==> config.mk <==
export PLATFORM = sky130hd
export DESIGN_NAME = fetch_ctrl
export DESIGN_NICKNAME = d
export VERILOG_FILES = /design/src/rtl/fetch_pkg.sv /design/src/rtl/fetch_ctrl.sv
export SDC_FILE = /design/constraint.sdc
export NUM_CORES = 1
export LEC_CHECK = 0
export ABC_AREA = 1
export CORE_ASPECT_RATIO = 0.75
export CORE_MARGIN = 2
export CORE_UTILIZATION = 28
export DETAILED_ROUTE_END_ITERATION = 7
export HOLD_SLACK_MARGIN = 0.03
export PLACE_DENSITY = 0.65
export SETUP_SLACK_MARGIN = 0.15
export SLEW_MARGIN = 25
export SYNTH_ARGS = -nofsm -noshare
export SYNTH_HDL_FRONTEND = slang
export SYNTH_SLANG_ARGS = --single-unit
==> constraint.sdc <==
create_clock -name clk -period 3.6 [get_ports clk]
set_clock_uncertainty 0.15 [all_clocks]
set_input_delay 0.36 -clock clk [delete_from_list [all_inputs] [get_ports clk]]
set_output_delay 0.36 -clock clk [all_outputs]
set_load 0.05 [all_outputs]
==> src/rtl/fetch_pkg.sv <==
// ============================================================================
//  fetch_pkg
//  Shared constants and state type for the instruction-fetch controller.
//  Revision: 1.0
// ============================================================================
`default_nettype none

package fetch_pkg;

  localparam int          c_INST_W       = 32;
  localparam logic [31:0] c_RESET_VECTOR = 32'hbfc0_0000;

  localparam logic [2:0] c_ST_IDLE   = 3'd0;
  localparam logic [2:0] c_ST_REQ    = 3'd1;
  localparam logic [2:0] c_ST_WAIT   = 3'd2;
  localparam logic [2:0] c_ST_HOLD   = 3'd3;
  localparam logic [2:0] c_ST_CANCEL = 3'd4;

  typedef enum logic [2:0] {
    ST_IDLE   = c_ST_IDLE,
    ST_REQ    = c_ST_REQ,
    ST_WAIT   = c_ST_WAIT,
    ST_HOLD   = c_ST_HOLD,
    ST_CANCEL = c_ST_CANCEL
  } fetch_state_e;

endpackage

`default_nettype wire

==> src/rtl/fetch_ctrl.sv <==
// ============================================================================
//  fetch_ctrl
//  Single-outstanding instruction fetch FSM with a one-entry decode buffer.
//  Revision: 1.0
// ============================================================================
`default_nettype none

module fetch_ctrl
  import fetch_pkg::*;
(
  input  logic                clk,
  input  logic                reset,
  input  logic [31:0]         pc,
  input  logic                is_exp,
  input  logic                de_allowin,
  output logic                inst_req,
  output logic [31:0]         inst_addr,
  input  logic                inst_addr_ok,
  input  logic                inst_data_ok,
  input  logic [c_INST_W-1:0] inst_rdata,
  output logic                pc_stall,
  output logic                fs_valid,
  output logic [c_INST_W-1:0] fs_inst,
  output logic [31:0]         fs_pc,
  output logic                fs_adel,
  output logic [31:0]         stall_cnt
);

  fetch_state_e        r_state;
  logic [c_INST_W-1:0] r_fs_inst;
  logic [31:0]         r_fs_pc;
  logic                r_fs_adel;
  logic [31:0]         r_stall_cnt;

  logic w_misaligned;
  logic w_counting;
  logic w_release;

  assign w_misaligned = (pc[1:0] != 2'b00);
  assign w_counting   = (r_state == ST_REQ) || (r_state == ST_WAIT) ||
                        (r_state == ST_CANCEL);
  // PC may advance only when the buffered instruction is actually consumed.
  assign w_release    = (r_state == ST_HOLD) && de_allowin && !is_exp;

  assign inst_req  = (r_state == ST_REQ) && !w_misaligned;
  assign inst_addr = pc;
  assign pc_stall  = !w_release;
  assign fs_valid  = (r_state == ST_HOLD);
  assign fs_inst   = r_fs_inst;
  assign fs_pc     = r_fs_pc;
  assign fs_adel   = r_fs_adel;
  assign stall_cnt = r_stall_cnt;

  always_ff @(posedge clk) begin
    if (!reset) begin
      r_state     <= ST_IDLE;
      r_fs_inst   <= '0;
      r_fs_pc     <= '0;
      r_fs_adel   <= 1'b0;
      r_stall_cnt <= '0;
    end else begin
      if (w_counting) begin
        r_stall_cnt <= r_stall_cnt + 32'd1;
      end
      case (r_state)
        ST_IDLE: begin
          r_state <= ST_REQ;
        end
        ST_REQ: begin
          // A misaligned PC never reaches memory; it is reported as a fault.
          if (w_misaligned) begin
            if (!is_exp) begin
              r_state   <= ST_HOLD;
              r_fs_inst <= '0;
              r_fs_pc   <= pc;
              r_fs_adel <= 1'b1;
            end
          end else if (inst_addr_ok) begin
            if (is_exp) begin
              r_state <= ST_CANCEL;
            end else begin
              r_state <= ST_WAIT;
              r_fs_pc <= pc;
            end
          end
        end
        ST_WAIT: begin
          if (inst_data_ok) begin
            if (is_exp) begin
              r_state <= ST_REQ;
            end else begin
              r_state   <= ST_HOLD;
              r_fs_inst <= inst_rdata;
              r_fs_adel <= 1'b0;
            end
          end else if (is_exp) begin
            r_state <= ST_CANCEL;
          end
        end
        ST_HOLD: begin
          if (is_exp || de_allowin) begin
            r_state <= ST_REQ;
          end
        end
        ST_CANCEL: begin
          if (inst_data_ok) begin
            r_state <= ST_REQ;
          end
        end
        default: begin
          r_state <= ST_IDLE;
        end
      endcase
    end
  end

endmodule

`default_nettype wire

==> results of run 1 <==
-- worst max-delay path by stage --
stage / from / end / depth (start not counted)
3_5_place_dp: pc[0] / inst_req / 5
5_1_grt: pc[0] / inst_req / 5
4_1_cts: pc[0] / inst_req / 5
3_3_place_gp: pc[0] / inst_req / 5
6_report: pc[0] / inst_req / 5
2_1_floorplan: stall_cnt[0]$_SDFFE_PN0P_ / stall_cnt[24]$_SDFFE_PN0P_ / 10
-- logic make-up (layout without fill, tap and decap cells) --
family          Yosys count  count (layout)
flops                   100             100
buf+inv                 113             276
xor+xnor                  6               6
simple gates            317             317
compound gates           95              95
fa+ha+maj                 1               1
-- registers in the layout, indices dropped and copies added, names as in the netlist --
signal / count
fs_pc: 32
stall_cnt: 32
fs_adel: 1
r_state: 3
fs_inst: 32
-- where the power goes --
group          total (mW)  internal (mW)  switching [mW]
registers            1.33           1.25          0.0875
clock network       0.998          0.525           0.473
logic                1.51          0.470            1.04
-- layer usage --
| layer | vias up | routed length, um | part of all wire [%] |
|---|---|---|---|
| li1 | 2306 | - | - |
| met1 | 1967 | 6020 | 46 |
| met2 | 135 | 5780 | 44 |
| met3 | 12 | 1070 | 8.2 |
| met4 | 0 | 126 | 0.97 |
| met5 | - | 0 | 0 |
-- tightest hold or removal path: stages (launching register included) --
cell and delay [ns]:
dfxtp_1 0.33, a22oi_1 0.06, nor2_1 0.08
-- per-stage QoR --
step                worst slack, ns  util, %  hold WS (ns)  instance area [sq um]  power, mW
finish                        0.993     42.4         0.351                   6770       3.85
global route                  0.908     42.4         0.371                   6770       4.05
CTS                           0.951     42.4         0.357                   6770       3.90
detailed placement            0.954     40.5         0.332                   6470       2.88
global placement              0.948     40.5         0.330                   6470       2.88
floorplan                      1.62        -         0.324                   4550       2.45
-- synthesized netlist by cell type, types with 3 or more instances --
library cell	n	area (sq um)
nor2_1	168	631
dfxtp_1	100	2000
nand2_1	93	349
inv_1	51	191
o21ai_0	40	200
buf_4	33	248
a22oi_1	32	240
nand3_1	23	115
a21oi_1	18	90.1
buf_2	10	50.1
clkbuf_1	9	33.8
nor3_1	8	40.0
nand4_1	7	43.8
inv_2	6	22.5
xor2_1	6	52.6
nor2_2	5	31.3
buf_6	3	33.8
-- area by class of cell --
| class | count | area share (%) |
|---|---|---|
| Sequential cell | 100 | 29.6 |
| Clock inverter | 5 | 0.721 |
| Multi-Input combinational cell | 419 | 29.1 |
| Inverter | 57 | 3.16 |
| Clock buffer | 11 | 3.73 |
| Tap cell | 210 | 3.88 |
| Timing Repair Buffer | 203 | 29.9 |
==> flow_metrics.tcl, run 1 <==
set metrics [dict create \
    post_drt_via_cell_ratio 4.40 \
    track_usage_pct 15.4 \
    status "completed" \
    first_global_vias 4293 \
    cp-end-kind "output pin" \
    fmaxAchievable_ghz 0.384 \
    drc 0 \
    die_w_um 151 \
    layout_common_cells "200 x clkdlybuf4s50_1, 168 x nor2_1, 100 x dfxtp_1" \
    yosys.area_share.simple_pct 29.5 \
    rr_worst_depth 8 \
    async_reset_ff_share_pct 0 \
    cts_resized 0 \
    met3_usage_pct 6.29 \
    grt_pass1_wl_mm 21.2 \
    post_cts_buffers 0 \
    path_delay_family "buffers and inverters" \
    busiest_layer "met2" \
    dr.pass1.iters 5 \
    synth_edf_count 0 \
    ir_drop_v 0.000223 \
    tns_ns 0 \
    drt_iter0_drc 190 \
    cts_buffer_depth 2 \
    tightest_slew_ns 0.836 \
    min-delay-start "fs_inst[15]$_SDFFE_PN0P_" \
    crit_type "in2out" \
    crit_arrival_ns 2.10 \
    final_common_cell "clkdlybuf4s50_1" \
    die_h_um 114 \
    postRouteAntennaNets 0 \
    r2r_start "r_state[2]$_SDFFE_PN0P_" \
    use_met1_pct 19.5 \
    fin_crit_sh_pct 72.4 \
    synth_xor_area_share_pct 1.15 \
    netlist-cell-type-count 31 \
    slew_headroom_pct 44.2 \
    port_buffers 201 \
    gr-usage-met2_pct 24.3 \
    leakagePower_nw 2.68 \
    cp_max_fo 3 \
    row_count 40 \
    holdPathEnd "fs_inst[15]$_SDFFE_PN0P_" \
    antenna_found_initial 0 \
    cp_common_cell "clkdlybuf4s50_1" \
    clkSlewWorstSetupHoldPaths_ns 0.07 \
    synthAdderAreaFrac_pct 0.275 \
    synthMuxAreaShare_pct 0 \
    hp-class "reg2reg" \
    cp.required_ns 3.09 \
    syn-num-nets 703 \
    instances_no_fill 1005 \
    layout-drive-gt1-share_pct 4.91 \
    placed_cells 989 \
    slowest_stage "clkdlybuf4s50_1" \
    syn-cell-area_sq_um 4550 \
    num_vias 4420 \
    power_density_nw_per_um2 568 \
    worst_r2r_endpoint "fs_inst[18]$_SDFFE_PN0P_" \
    h-tree-depth 3 \
    regToRegSetupSlack_ns 1.63 \
    cts_tree "yes" \
    cts.sinks 100 \
    cts_made_buffers 9 \
    hold_violations 0 \
    diodes 0 \
    ys_ff_latch 100 \
    gr-total-overflow 0 \
    yosysSeqAreaShare_pct 44.0 \
    cap_violations 0 \
    coreArea_sq_um 16000 \
    rsz0062_at_grt "no" \
    die-area_sq_um 17300 \
    cp_cell_sequence "clkdlybuf4s50_1, nor2_1, inv_1, nor2_4, clkdlybuf4s50_1" \
    synth_top_flop_cell "dfxtp_1" \
    maxSlewViolCount 0 \
    fin_nets 861 \
    multi_input_area_sq_um 1970 \
    synth_cells 632 \
    critPathBufInv 3 \
    start_util_pct 28.5 \
    io_pins 202 \
    synth_compound_area_share_pct 12.4 \
    grt_start_max_net_pins 55 \
    cp-start-kind "input pin" \
    syn_area_per_cell_sq_um 7.21 \
    routedWlPerCell_um 12.9 \
    clock_latency_ns 0.36 \
    synth_top_family_by_area "simple AND/OR/NAND/NOR gates" \
    hold_path_depth 2 \
    wl_mm 13.0 \
    hpwl_mm 9.40 \
    gp_congestion 0.789 \
    clk_root_buffer_cell "clkbuf_16" \
    nFillCells 1648 \
    post-route-min-period_ns 2.61 \
    cts_hold_buf 0 \
    seq_area_sq_um 2000 \
    yosys_warnings 0 \
    setup_viol 0 \
    syn_to_final_growth_pct 48.7 \
    critPathMaxStageDelay_ns 0.83 \
]
Note: power is estimated with default switching activity, not from simulation.
==> run 2: changes to the inputs <==
--- a/config.mk
+++ b/config.mk
@@ -11,7 +11,7 @@
 export CORE_UTILIZATION = 28
 export DETAILED_ROUTE_END_ITERATION = 7
 export HOLD_SLACK_MARGIN = 0.03
-export PLACE_DENSITY = 0.65
+export PLACE_DENSITY = 0.68
 export SETUP_SLACK_MARGIN = 0.15
 export SLEW_MARGIN = 25
 export SYNTH_ARGS = -nofsm -noshare
==> constraint.sdc (replaced) <==
create_clock -name clk -period 2.3 [get_ports clk]
set_clock_uncertainty 0.15 [all_clocks]
set_input_delay 0.23 -clock clk [delete_from_list [all_inputs] [get_ports clk]]
set_output_delay 0.23 -clock clk [all_outputs]
set_load 0.05 [all_outputs]
==> run 2 against run 1 <==
Compared with the run above:
- die area unchanged
- global-route usage decreased by 0.36 points
- via count grew 2.7%
- first-iteration DRC count down 12%
- utilization rose by 0.80 points
- largest cell class unchanged
==> flow_metrics.tcl, run 2 (synthesized netlist as in run 1, its figures left out) <==
set metrics [dict create \
    die-area_sq_um 17300 \
    slowest_stage "clkdlybuf4s50_1" \
    gr-total-overflow 0 \
    cts_made_buffers 9 \
    fin_crit_sh_pct 90.1 \
    cp_cell_sequence "clkdlybuf4s50_1" \
    cts_buffer_depth 2 \
    postRouteAntennaNets 0 \
    path_delay_family "buffers and inverters" \
    cap_violations 0 \
    grt_pass1_wl_mm 20.6 \
    antenna_found_initial 0 \
    h-tree-depth 3 \
    first_global_vias 4181 \
    fin_nets 869 \
    hpwl_mm 9.44 \
    coreArea_sq_um 16000 \
    hp-class "in2reg" \
    tns_ns 0 \
    cp_max_fo 7 \
    status "completed" \
    cts_tree "yes" \
    post_cts_buffers 0 \
    ir_drop_v 0.000424 \
    crit_arrival_ns 1.69 \
    cts_hold_buf 0 \
    port_buffers 201 \
    grt_start_max_net_pins 55 \
    fmaxAchievable_ghz 0.483 \
    r2r_start "r_state[0]$_SDFFE_PN0P_" \
    diodes 0 \
    nFillCells 1614 \
    clkSlewWorstSetupHoldPaths_ns 0.08 \
    cp-end-kind "output pin" \
    die_w_um 151 \
    critPathMaxStageDelay_ns 0.86 \
    drc 0 \
    maxSlewViolCount 0 \
    drt_iter0_drc 167 \
    io_pins 202 \
    cts_resized 1 \
    final_common_cell "clkdlybuf4s50_1" \
    gp_congestion 0.847 \
    num_vias 4538 \
    crit_type "reg2out" \
    setup_viol 0 \
    leakagePower_nw 2.76 \
    track_usage_pct 15.0 \
    clk_root_buffer_cell "clkbuf_16" \
    tightest_slew_ns 0.710 \
    dr.pass1.iters 4 \
    rsz0062_at_grt "no" \
    cp.required_ns 1.92 \
    cts.sinks 100 \
    min-delay-start "reset" \
    slew_headroom_pct 52.5 \
    clock_latency_ns 0.34 \
    wl_mm 12.9 \
    row_count 40 \
    layout-drive-gt1-share_pct 6.35 \
    critPathBufInv 1 \
    cp-start-kind "flip-flop" \
    setup_slack_ns 0.228 \
    startpoint "stall_cnt[15]$_SDFFE_PN0P_" \
    syn_to_final_growth_pct 51.5 \
    layout_common_cells "195 x clkdlybuf4s50_1, 168 x nor2_1, 100 x dfxtp_1" \
    start_util_pct 28.5 \
    routedWlPerCell_um 12.8 \
    post_drt_via_cell_ratio 4.48 \
    power_density_nw_per_um2 896 \
    die_h_um 114 \
    placed_area_sq_um 6580 \
    final_cell_area_sq_um 6900 \
    post-route-min-period_ns 2.07 \
    hold_violations 0 \
    pre_cts_ws_ns 0.0305 \
]
run 2: changes by cell type in the layout (fill, tap and decap cells not counted):
cell             previous run  this run
dlygate4sd2_1               0         1
clkbuf_8                    2         1
clkinv_4                    0         2
bufinv_16                   0         1
clkdlybuf4s50_1           200       195
buf_12                      0         5
inv_6                       3         1
buf_4                       2         9
run 2: report_power, final:
| part | switching, mW | internal, mW | total (mW) |
|---|---|---|---|
| combinational | 1.67 | 0.811 | 2.48 |
| sequential | 0.139 | 1.95 | 2.09 |
| clock | 0.712 | 0.897 | 1.61 |
| total | 2.52 | 3.66 | 6.18 |
run 2: worst min-delay path: stages:
cell	delay [ns]
buf_2	0.09
inv_2	0.18
nor2_1	0.15
run 2: through the flow:
stage | util (%) | instances | hold WS [ns] | total power [mW]
2_1_floorplan | - | 632 | 0.215 | 3.83
3_3_place_gp | 41.2 | 997 | 0.330 | 4.61
3_5_place_dp | 41.2 | 997 | 0.335 | 4.63
4_1_cts | 43.2 | 1013 | 0.200 | 6.26
5_1_grt | 43.2 | 1013 | 0.246 | 6.51
6_report | 43.2 | 1013 | 0.209 | 6.18
run 2: layout make-up:
type / count / area (sq um) / share of cell area, %
repair buffers: 211 / 2130 / 30.9
flip-flops and latches: 100 / 2000 / 29.0
multi-input cells: 419 / 1970 / 28.5
well taps: 210 / 263 / 3.81
clock buffers: 10 / 239 / 3.46
inverters: 57 / 214 / 3.10
clock inverters: 6 / 78.8 / 1.14
run 2: path summary, 6_finish.rpt:
check | to | slack, ns | cells after the start
worst min register to register | fs_inst[13]$_SDFFE_PN0P_ | 0.35 | 2
worst max-delay path | stall_cnt[15] | 0.23 | 1
worst max register to register | fs_pc[25]$_SDFFE_PN0P_ | 0.39 | 5
worst min-delay path | fs_inst[11]$_SDFFE_PN0P_ | 0.21 | 3
run 2: routing by layer:
metal | GRT usage [%] | share of wire, % | vias to the layer above
met1 | 19.5 | 47 | 2064
met3 | 5.66 | 7.3 | 6
met4 | 3.30 | 0.82 | 0
li1 | - | - | 2337
met2 | 23.7 | 45 | 131
met5 | 0 | 0 | -
==> run 3: changes to the inputs <==
--- a/config.mk
+++ b/config.mk
@@ -17,3 +17,4 @@
 export SYNTH_ARGS = -nofsm -noshare
 export SYNTH_HDL_FRONTEND = slang
 export SYNTH_SLANG_ARGS = --single-unit
+export TNS_END_PERCENT = 50
==> results of run 3 <==
Final layout, timing and power as in run 2 (identical DEF).
